<file path="src/rtl/ddr3_ctrl_pkg.sv">
// Shared types and defaults for the DDR3 command scheduler: FSM state encoding,
// the command chosen by the idle decision, and its mapping onto command pulses.
package ddr3_ctrl_pkg;

    localparam int TREFI_DEF    = 780;
    localparam int MAX_DEBT_DEF = 8;
    localparam int DEBT_W_DEF   = 4;
    localparam int ROW_W        = 15;
    localparam int COL_W        = 10;
    localparam int BANK_W       = 3;

    typedef enum logic [2:0] {
        S_INIT      = 3'd0,
        S_IDLE      = 3'd1,
        S_ISSUE_REF = 3'd2,
        S_ISSUE_ACC = 3'd3,
        S_WAIT_ACK  = 3'd4,
        S_WAIT_DONE = 3'd5
    } sched_state_t;

    typedef enum logic [1:0] {
        CMD_NONE  = 2'd0,
        CMD_REF   = 2'd1,
        CMD_READ  = 2'd2,
        CMD_WRITE = 2'd3
    } sched_cmd_t;

    // Pulse vector {REF, ACT, READ, WRITE}; ACT always accompanies READ or WRITE.
    function automatic logic [3:0] cmd_pulses(input sched_cmd_t cmd);
        logic [3:0] p;
        case (cmd)
            CMD_REF:   p = 4'b1000;
            CMD_READ:  p = 4'b0110;
            CMD_WRITE: p = 4'b0101;
            default:   p = 4'b0000;
        endcase
        return p;
    endfunction

endpackage

</file>
<file path="src/rtl/ddr_refresh_timer.sv">
// tREFI interval counter plus saturating count of refreshes still owed.
// A tick and a completed refresh in the same cycle cancel out.
module ddr_refresh_timer
    import ddr3_ctrl_pkg::*;
#(
    parameter int TREFI    = TREFI_DEF,
    parameter int MAX_DEBT = MAX_DEBT_DEF,
    parameter int DEBT_W   = DEBT_W_DEF
) (
    input  logic              CLK,
    input  logic              RESET,
    input  logic              enable,
    input  logic              dec,
    output logic [DEBT_W-1:0] debt,
    output logic              overflow
);

    localparam int CNT_W = (TREFI > 1) ? $clog2(TREFI) : 1;
    localparam logic [CNT_W-1:0]  CNT_LAST = CNT_W'(TREFI - 1);
    localparam logic [DEBT_W-1:0] DEBT_MAX = DEBT_W'(MAX_DEBT);

    logic [CNT_W-1:0]  cnt_r;
    logic [DEBT_W-1:0] debt_r;
    logic [DEBT_W-1:0] debt_nxt_s;
    logic              overflow_r;
    logic              ovf_set_s;
    logic              tick_s;

    assign tick_s = enable && (cnt_r == CNT_LAST);

    // Interval counter, free-running once enabled.
    always_ff @(posedge CLK) begin
        if (RESET) begin
            cnt_r <= {CNT_W{1'b0}};
        end else if (enable) begin
            cnt_r <= tick_s ? {CNT_W{1'b0}} : cnt_r + CNT_W'(1);
        end else begin
            cnt_r <= cnt_r;
        end
    end

    // Debt update; only a tick that cannot be counted marks an overflow.
    always_comb begin
        debt_nxt_s = debt_r;
        ovf_set_s  = 1'b0;
        case ({tick_s, dec})
            2'b10: begin
                if (debt_r == DEBT_MAX) begin
                    ovf_set_s = 1'b1;
                end else begin
                    debt_nxt_s = debt_r + DEBT_W'(1);
                end
            end
            2'b01: begin
                if (debt_r != {DEBT_W{1'b0}}) begin
                    debt_nxt_s = debt_r - DEBT_W'(1);
                end else begin
                    debt_nxt_s = debt_r;
                end
            end
            default: debt_nxt_s = debt_r;
        endcase
    end

    // Debt and sticky overflow registers.
    always_ff @(posedge CLK) begin
        if (RESET) begin
            debt_r     <= {DEBT_W{1'b0}};
            overflow_r <= 1'b0;
        end else begin
            debt_r     <= debt_nxt_s;
            overflow_r <= overflow_r | ovf_set_s;
        end
    end

    assign debt     = debt_r;
    assign overflow = overflow_r;

endmodule

</file>
<file path="src/rtl/ddr_cmd_scheduler.sv">
// Chooses the next DDR3 command sequence (refresh or host access), issues it as
// one-cycle pulses and waits for the command FSM to finish a full pass.
module ddr_cmd_scheduler
    import ddr3_ctrl_pkg::*;
#(
    parameter int TREFI    = TREFI_DEF,
    parameter int MAX_DEBT = MAX_DEBT_DEF,
    parameter int DEBT_W   = DEBT_W_DEF
) (
    input  logic              CLK,
    input  logic              RESET,
    input  logic              init_done,
    input  logic              cmd_idle,
    input  logic              req_valid,
    output logic              req_ready,
    input  logic              req_write,
    input  logic [ROW_W-1:0]  req_row,
    input  logic [COL_W-1:0]  req_col,
    input  logic [BANK_W-1:0] req_bank,
    output logic              REF,
    output logic              ACT,
    output logic              READ,
    output logic              WRITE,
    output logic [ROW_W-1:0]  Addr_Row,
    output logic [COL_W-1:0]  Addr_Column,
    output logic [BANK_W-1:0] BA_out,
    output logic [DEBT_W-1:0] ref_debt,
    output logic              ref_overflow
);

    localparam logic [DEBT_W-1:0] DEBT_MAX = DEBT_W'(MAX_DEBT);

    sched_state_t      state_r;
    sched_state_t      state_nxt_s;
    sched_cmd_t        cmd_nxt_s;
    logic              req_ready_s;
    logic              latch_s;
    logic              ref_r;
    logic              act_r;
    logic              read_r;
    logic              write_r;
    logic [ROW_W-1:0]  row_r;
    logic [COL_W-1:0]  col_r;
    logic [BANK_W-1:0] bank_r;
    logic [DEBT_W-1:0] debt_s;
    logic              overflow_s;
    logic              timer_en_s;
    logic              ref_done_s;

    assign timer_en_s = (state_r != S_INIT);
    assign ref_done_s = (state_r == S_ISSUE_REF);

    ddr_refresh_timer #(
        .TREFI    (TREFI),
        .MAX_DEBT (MAX_DEBT),
        .DEBT_W   (DEBT_W)
    ) u_refresh_timer (
        .CLK      (CLK),
        .RESET    (RESET),
        .enable   (timer_en_s),
        .dec      (ref_done_s),
        .debt     (debt_s),
        .overflow (overflow_s)
    );

    // Next-state and idle-decision logic; a saturated debt outranks the host.
    always_comb begin
        state_nxt_s = state_r;
        cmd_nxt_s   = CMD_NONE;
        req_ready_s = 1'b0;
        latch_s     = 1'b0;
        case (state_r)
            S_INIT: begin
                if (init_done) begin
                    state_nxt_s = S_IDLE;
                end else begin
                    state_nxt_s = S_INIT;
                end
            end
            S_IDLE: begin
                if (!cmd_idle) begin
                    state_nxt_s = S_IDLE;
                end else if (debt_s == DEBT_MAX) begin
                    state_nxt_s = S_ISSUE_REF;
                    cmd_nxt_s   = CMD_REF;
                end else if (req_valid) begin
                    req_ready_s = 1'b1;
                    latch_s     = 1'b1;
                    state_nxt_s = S_ISSUE_ACC;
                    cmd_nxt_s   = req_write ? CMD_WRITE : CMD_READ;
                end else if (debt_s != {DEBT_W{1'b0}}) begin
                    state_nxt_s = S_ISSUE_REF;
                    cmd_nxt_s   = CMD_REF;
                end else begin
                    state_nxt_s = S_IDLE;
                end
            end
            S_ISSUE_REF: state_nxt_s = S_WAIT_ACK;
            S_ISSUE_ACC: state_nxt_s = S_WAIT_ACK;
            S_WAIT_ACK: begin
                if (!cmd_idle) begin
                    state_nxt_s = S_WAIT_DONE;
                end else begin
                    state_nxt_s = S_WAIT_ACK;
                end
            end
            S_WAIT_DONE: begin
                if (cmd_idle) begin
                    state_nxt_s = S_IDLE;
                end else begin
                    state_nxt_s = S_WAIT_DONE;
                end
            end
            default: state_nxt_s = S_INIT;
        endcase
    end

    // State register.
    always_ff @(posedge CLK) begin
        if (RESET) begin
            state_r <= S_INIT;
        end else begin
            state_r <= state_nxt_s;
        end
    end

    // Command pulses are high exactly during the S_ISSUE_* cycle.
    always_ff @(posedge CLK) begin
        if (RESET) begin
            {ref_r, act_r, read_r, write_r} <= 4'b0000;
        end else begin
            {ref_r, act_r, read_r, write_r} <= cmd_pulses(cmd_nxt_s);
        end
    end

    // Address latches hold from acceptance until the next accepted request.
    always_ff @(posedge CLK) begin
        if (RESET) begin
            row_r  <= {ROW_W{1'b0}};
            col_r  <= {COL_W{1'b0}};
            bank_r <= {BANK_W{1'b0}};
        end else if (latch_s) begin
            row_r  <= req_row;
            col_r  <= req_col;
            bank_r <= req_bank;
        end else begin
            row_r  <= row_r;
            col_r  <= col_r;
            bank_r <= bank_r;
        end
    end

    assign req_ready    = req_ready_s;
    assign REF          = ref_r;
    assign ACT          = act_r;
    assign READ         = read_r;
    assign WRITE        = write_r;
    assign Addr_Row     = row_r;
    assign Addr_Column  = col_r;
    assign BA_out       = bank_r;
    assign ref_debt     = debt_s;
    assign ref_overflow = overflow_s;

endmodule
</file>
<file path="config.mk">
export PLATFORM = sky130hd
export DESIGN_NAME = ddr_cmd_scheduler
export DESIGN_NICKNAME = d
export VERILOG_FILES = /design/src/rtl/ddr3_ctrl_pkg.sv /design/src/rtl/ddr_refresh_timer.sv /design/src/rtl/ddr_cmd_scheduler.sv
export SDC_FILE = /design/constraint.sdc
export NUM_CORES = 1
export LEC_CHECK = 0
export ABC_AREA = 1
export BUFFER_PORTS_ARGS = -buffer_cell sky130_fd_sc_hd__buf_2
export CAP_MARGIN = 40
export CORE_AREA = 4 4 69 71
export DETAILED_ROUTE_END_ITERATION = 7
export DIE_AREA = 0 0 73 75
export PLACE_DENSITY = 0.91
export SYNTH_ARGS = -nofsm -noshare
export SYNTH_HDL_FRONTEND = slang
export SYNTH_SLANG_ARGS = --single-unit
</file>
<file path="constraint.sdc">
create_clock -name CLK -period 4.2 [get_ports CLK]
set_input_delay 0.21 -clock CLK [delete_from_list [all_inputs] [get_ports CLK]]
set_output_delay 0.21 -clock CLK [all_outputs]
set_load 0.01 [all_outputs]
</file>
# Yosys cells after proc, flatten, opt, wreduce, memory -nomap -nowiden
# Cells that the tools add are included.
classes:
  n_addsub: 3
  multipliers: 0
  div_mod_pow: 0
  magnitude_cmp: 0
  n_eq_ne: 14
  n_shift: 0
  mux: 25
  bitwise: 1
  reduce_logical: 7
op_table:
  columns: ["op", "count"]
  rows:
  - ["2-bit two-way mux", 8]
  - ["3-bit one-hot mux with 5 select lines", 1]
  - ["4-bit one-hot mux with 3 select lines", 1]
  - ["10-bit by 1-bit adder with 10-bit output, second input constant", 1]
  - ["10-bit == test, second input constant", 1]
  - ["1-bit two-way mux", 10]
  - ["10-bit two-way mux", 1]
  - ["4-bit two-way mux", 2]
  - ["4-bit one-hot mux with 2 select lines", 1]
  - ["2-bit == test, second input constant", 3]
  - ["3-bit by 2-bit == test with 1-bit output, second input constant", 2]
  - ["3-bit == test, second input constant", 2]
  - ["4-bit by 1-bit adder with 4-bit output, second input constant", 1]
  - ["2-bit by 1-bit == test with 1-bit output, second input constant", 2]
  - ["4-bit == test, second input constant", 1]
  - ["2-bit != test, second input constant", 2]
  - ["4-bit nonzero test", 1]
  - ["4-bit by 1-bit subtractor with 4-bit output, second input constant", 1]
  - ["3-bit by 1-bit == test with 1-bit output, second input constant", 1]
  - ["3-bit zero test", 1]
  - ["3-bit two-way mux", 1]
  - ["3-bit AND reduction", 1]
  - ["3-bit nonzero test", 1]
  - ["2-bit nonzero test", 1]
  - ["3 further kinds", 3]
totals:
  reg_bits: 50
  latchBits: 0
  mem_bits_rw: 0
  rom_bits: 0
  input_bits: 34
  out_inout_bits: 38
  word_cells: 61
  mem_count: 0

# Logic depth before layout (Yosys ltp)
logic_depth:
  ltp_word: 8
  ltp_mapped: 14
  ltp_nobuf: 14

# By module
# Synthesis repeated with hierarchy kept, for this count alone.
hier_totals:
  cells_unflattened: 341
  hier_area_um2: 2299.7
by_module_without_submodules:
  columns: ["module", "instances", "cells_per_inst", "area_each_um2", "seq_area_each_um2"]
  rows:
  - ["ddr_cmd_scheduler", 1, 224, 1467.7, 700.7]
  - ["ddr_refresh_timer", 1, 117, 832.0, 300.3]

# Worst setup path after synthesis
# No wires, ideal clock.
synth_timing:
  kind: "register to register"
  start: "register u_refresh_timer.cnt_r[0]"
  end: "register u_refresh_timer.debt_r[2], in the netlist u_refresh_timer.debt[2]"
  setup_time_ns: 0.068
  arrival_time_ns: 1.680
  required_time_ns: 4.132
  setup_slack_ns: 2.452
  path_stages_with_launch: 15
  n_path_buf: 0
  period_less_slack_ns: 1.748
  cell_sequence: "dfxtp_1 ha_1 nand3_1 nor2_2 nand3_4 nand2_2 nand2_1 nand2_1 inv_2 ha_1 inv_1 nand2_1 xnor2_1 nand2_1 a21oi_2"
synth_between:
  elab_chain_len: 5
  elab_cells_between_ends: 9
  classes_between: "eq/ne (5); mux (1); reduce/logical (3)"
synth_rtl:
  columns: ["element", "line_no", "text"]
  rows:
  - ["start, declared", "ddr_refresh_timer.sv:22", "logic [CNT_W-1:0] cnt_r;"]
  - ["start signal, assigned", "ddr_refresh_timer.sv:34", "cnt_r <= {CNT_W{1'b0}};"]
  - ["start signal, assigned", "ddr_refresh_timer.sv:36", "cnt_r <= tick_s ? {CNT_W{1'b0}} : cnt_r + CNT_W'(1);"]
  - ["start signal, assigned", "ddr_refresh_timer.sv:38", "cnt_r <= cnt_r;"]
  - ["10-bit == test *", "ddr_refresh_timer.sv:29", "assign tick_s = enable && (cnt_r == CNT_LAST);"]
  - ["1-bit logical AND *", "ddr_refresh_timer.sv:29", null]
  - ["2-bit by 1-bit == test with 1-bit output or 2-bit == test (tied branches)", "ddr_refresh_timer.sv:46", "case ({tick_s, dec})"]
  - ["2-bit != test (no source line) or 2-bit nonzero test (tied branches)", null, null]
  - ["3-bit AND reduction (no source line)", null, null]
  - ["end signal, assigned", "ddr_refresh_timer.sv:68", "debt_r <= {DEBT_W{1'b0}};"]
  - ["end signal, assigned", "ddr_refresh_timer.sv:71", "debt_r <= debt_nxt_s;"]
  - ["end, declared", "ddr_refresh_timer.sv:23", "logic [DEBT_W-1:0] debt_r;"]
# Every way passes the cells marked *; elsewhere a longest branch is shown, timed or not.
# A chain may end at the register's enable or synchronous reset.

# Final worst setup path
layout_timing:
  start: "register state_r[0]"
  end: "register col_r[7], in the netlist Addr_Column[7]"
layout_between:
  elab_chain_len: 2
layout_rtl:
  columns: ["element", "line_no", "text"]
  rows:
  - ["start, declared", "ddr_cmd_scheduler.sv:33", "sched_state_t state_r;"]
  - ["start signal, assigned", "ddr_cmd_scheduler.sv:123", "state_r <= state_nxt_s;"]
  - ["3-bit by 1-bit == test with 1-bit output", "ddr_cmd_scheduler.sv:72", "case (state_r)"]
  - ["1-bit two-way mux", "ddr_cmd_scheduler.sv:72", null]
  - ["end signal, assigned", "ddr_cmd_scheduler.sv:140", "col_r <= {COL_W{1'b0}};"]
  - ["end signal, assigned", "ddr_cmd_scheduler.sv:144", "col_r <= req_col;"]
  - ["end signal, assigned", "ddr_cmd_scheduler.sv:148", "col_r <= col_r;"]
  - ["end, declared", "ddr_cmd_scheduler.sv:43", "logic [COL_W-1:0] col_r;"]
# Every way passes these cells.

==> results.md <==
* # setup viols final at 0
* Vias in the first global route at approximately 1,900
* Initial DRC count at 85
* ANT cells at 0
* Setup CP Type: flip-flop to flip-flop
* Post-synthesis cell type count at 30
* Worst hold path type: input port to flip-flop
* Leakage at ~1.4 nW
* Cell count after placement at approximately 390
* ANT nets after route at 0
* Die area at around 5500 µm²
* Number of port buffers at 71
* Vias after detailed routing at 1,999
* CP Launch Type: flip-flop
* RSZ-0062 raised after global routing: no
* Initial antenna violation count at 0
* Num rows at 24
* Initial core utilization at 0.498
* Avg WL per Cell at 12.0 µm
* Clk sink count at 50
* Area leader, netlist: dfxtp_1
* Placer Congestion at roughly 0.8
* Area grow syn2layout at 25.0%
* Critical path's slowest cell: nor2_2
* Fin. Hold Viols at 0
* CTS Buffer Depth at 2
* Seq/Total Area, Yosys at 0.475
* Syn Area/Cell at between 7 and 8 µm²
* Crit path cell chain: inv_1 -> nor3_2 -> nand2_1 -> inv_1 -> nand2_1 -> nor2_2 -> buf_6 -> nand2_1 -> nand2_1
* Core box area at 4230 µm²
* Worst-path clk slew at 0.10 ns
* DP HPWL at 3.69 mm
* Hold buffers post-CTS at 0
* Die W at about 73 µm
* CTS buffer count at 5
* Setup bufs post-CTS at 0
* Async SR Flop Fraction at 0
* Max_cap viols at 0
* Power density over the cells at about 330 nW/µm²
* Final Slew Violations at 0
* Final non-filler cell total at 402
* CTS tree: built
* Largest net degree at the start of global routing at 31
* Outcome: completed
* CP Capture Type: flip-flop
* Syn Inst Count at 278
* Final wirelength at slightly below 5 mm
* Drt first pass iters at 4
* Final period utilization at 0.503
* Post-route DRC at 0
* Max_slew headroom at 0.591
* Clock root cell: clkbuf_8
* Commonest cells after routing, fill and taps aside: nand2_1, buf_2, dfxtp_1
* Peak supply drop at 257 µV
* DIE HEIGHT at approximately 75 µm
* Most used DFF post-synth: dfxtp_1
* Synth warn at 0
* Area share of the largest cell type after synthesis at 0.475
* Slew @ Worst Pin at 0.613 ns
* Share of post-route cells with drive strength above 1 at 0.314
* Hold WS at approximately 0.080 ns
* Top cells by area, synth: dfxtp_1, nand2_1, nand3_1
* Max Clock Skew at roughly 0.0087 ns
* Synthesized Nets at approximately 310
* H-tree depth at 2
* GRT Total Usage at 0.183
* Delay-heaviest family, CP: simple AND/OR/NAND/NOR gates
* Net count, final at ~390
* Arr. time, crit path at around 2.4 ns
* Minimum clock period at ~2.1 ns
* Post-cts sizing count at 0
* GRT overflow at 0
* Insertion delay to the later sink of the worst-skew pair at 0.31 ns
* Commonest non-fill, non-tap cell in the layout: nand2_1
* Crit path top cell by count: nand2_1
* Fmax at about 470 MHz
* Critical Path Max Stage Delay at around 0.58 ns
* Fin Setup TNS at 0 ns
* Required time worst endpoint at around 4.5 ns
* Vias per cell at roughly 5
* First-pass GRT wire length at 7.96 mm
* Number of flops mapped to enable cells by yosys at 0
* Synth Cell Area at between 2000 and 2500 µm²
* Synth Register Bits at 50
* Bufs and invs on worst path at 3
* I/O Pins at 72
* CP max FO at 16
worst min-delay path, cell delays in order:
cell     delay, ns
buf_2         0.07
nand2_1       0.04
nand2_1       0.04
cells in the mapped netlist (all sizes together), types with 2 or more instances:
cell type   n
a211oi      3
nor3b       2
buf         9
o21ai       7
ha          2
a21oi      10
nor3       11
nor2       18
nand2      90
dfxtp      50
inv        30
nand3      37
metal layers:
metal / GRT usage / share of wire / up-vias
met3: 0.0481 / 0.060 / 6
met4: 0.0676 / 0.012 / 0
met2: 0.317 / 0.51 / 52
li1: - / - / 1027
met1: 0.219 / 0.42 / 914
met5: 0 / 0 / -
power by group:
part | switching (mW) | total [mW] | leakage [nW] | internal, mW
clock | 0.170 | 0.294 | 0.0502 | 0.123
combinational | 0.0453 | 0.0778 | 0.937 | 0.0325
sequential | 0.00858 | 0.495 | 0.404 | 0.486
cell families (layout without fill, tap and decap cells):
kind of cell	after synthesis	after routing	share of synthesized area
AND/OR/NAND/NOR	160	160	0.360
flip-flops	50	50	0.475
adder cells (fa/ha/maj)	2	2	0.0119
XOR/XNOR	2	2	0.00832
AO/OA/AOI/OAI	24	24	0.0701
buffers and inverters	40	112	0.0748
worst paths after layout:
| check | depth (start not counted) | slack, ns | to | start |
|---|---|---|---|---|
| min | 3 | 0.08 | Addr_Row[10] | req_row[10] |
| max reg2reg | 9 | 2.09 | Addr_Column[7] | state_r[0] |
| max | 9 | 2.09 | Addr_Column[7] | state_r[0] |
| min reg2reg | 2 | 0.47 | u_refresh_timer.overflow | u_refresh_timer.overflow |
state kept, by name (all words and copies together) (netlist names):
register,cells
Addr_Row,15
Addr_Column,10
u_refresh_timer.cnt_r,10
u_refresh_timer.debt,4
BA_out,3
state_r,3
ACT,1
READ,1
REF,1
WRITE,1
u_refresh_timer.overflow,1
layout make-up:
| type | count | area, µm² |
|---|---|---|
| clock inverter | 3 | 28.8 |
| fill | 330 | 1600 |
| timing repair buffer | 74 | 409 |
| inverter | 30 | 113 |
| clock buffer | 5 | 68.8 |
| sequential | 50 | 1000 |
| multi-input combinational | 188 | 948 |
| tap | 52 | 65.1 |
per-stage QoR:
stage	setup slack, ns	power, mW	util	area, µm²
2_1_floorplan	2.45	0.546	-	2110
3_3_place_gp	1.54	0.576	0.586	2480
3_5_place_dp	2.12	0.583	0.599	2540
4_1_cts	2.07	0.872	0.622	2630
5_1_grt	1.88	0.899	0.622	2630
6_report	2.09	0.867	0.622	2630
(Power assumes the default switching activity.)
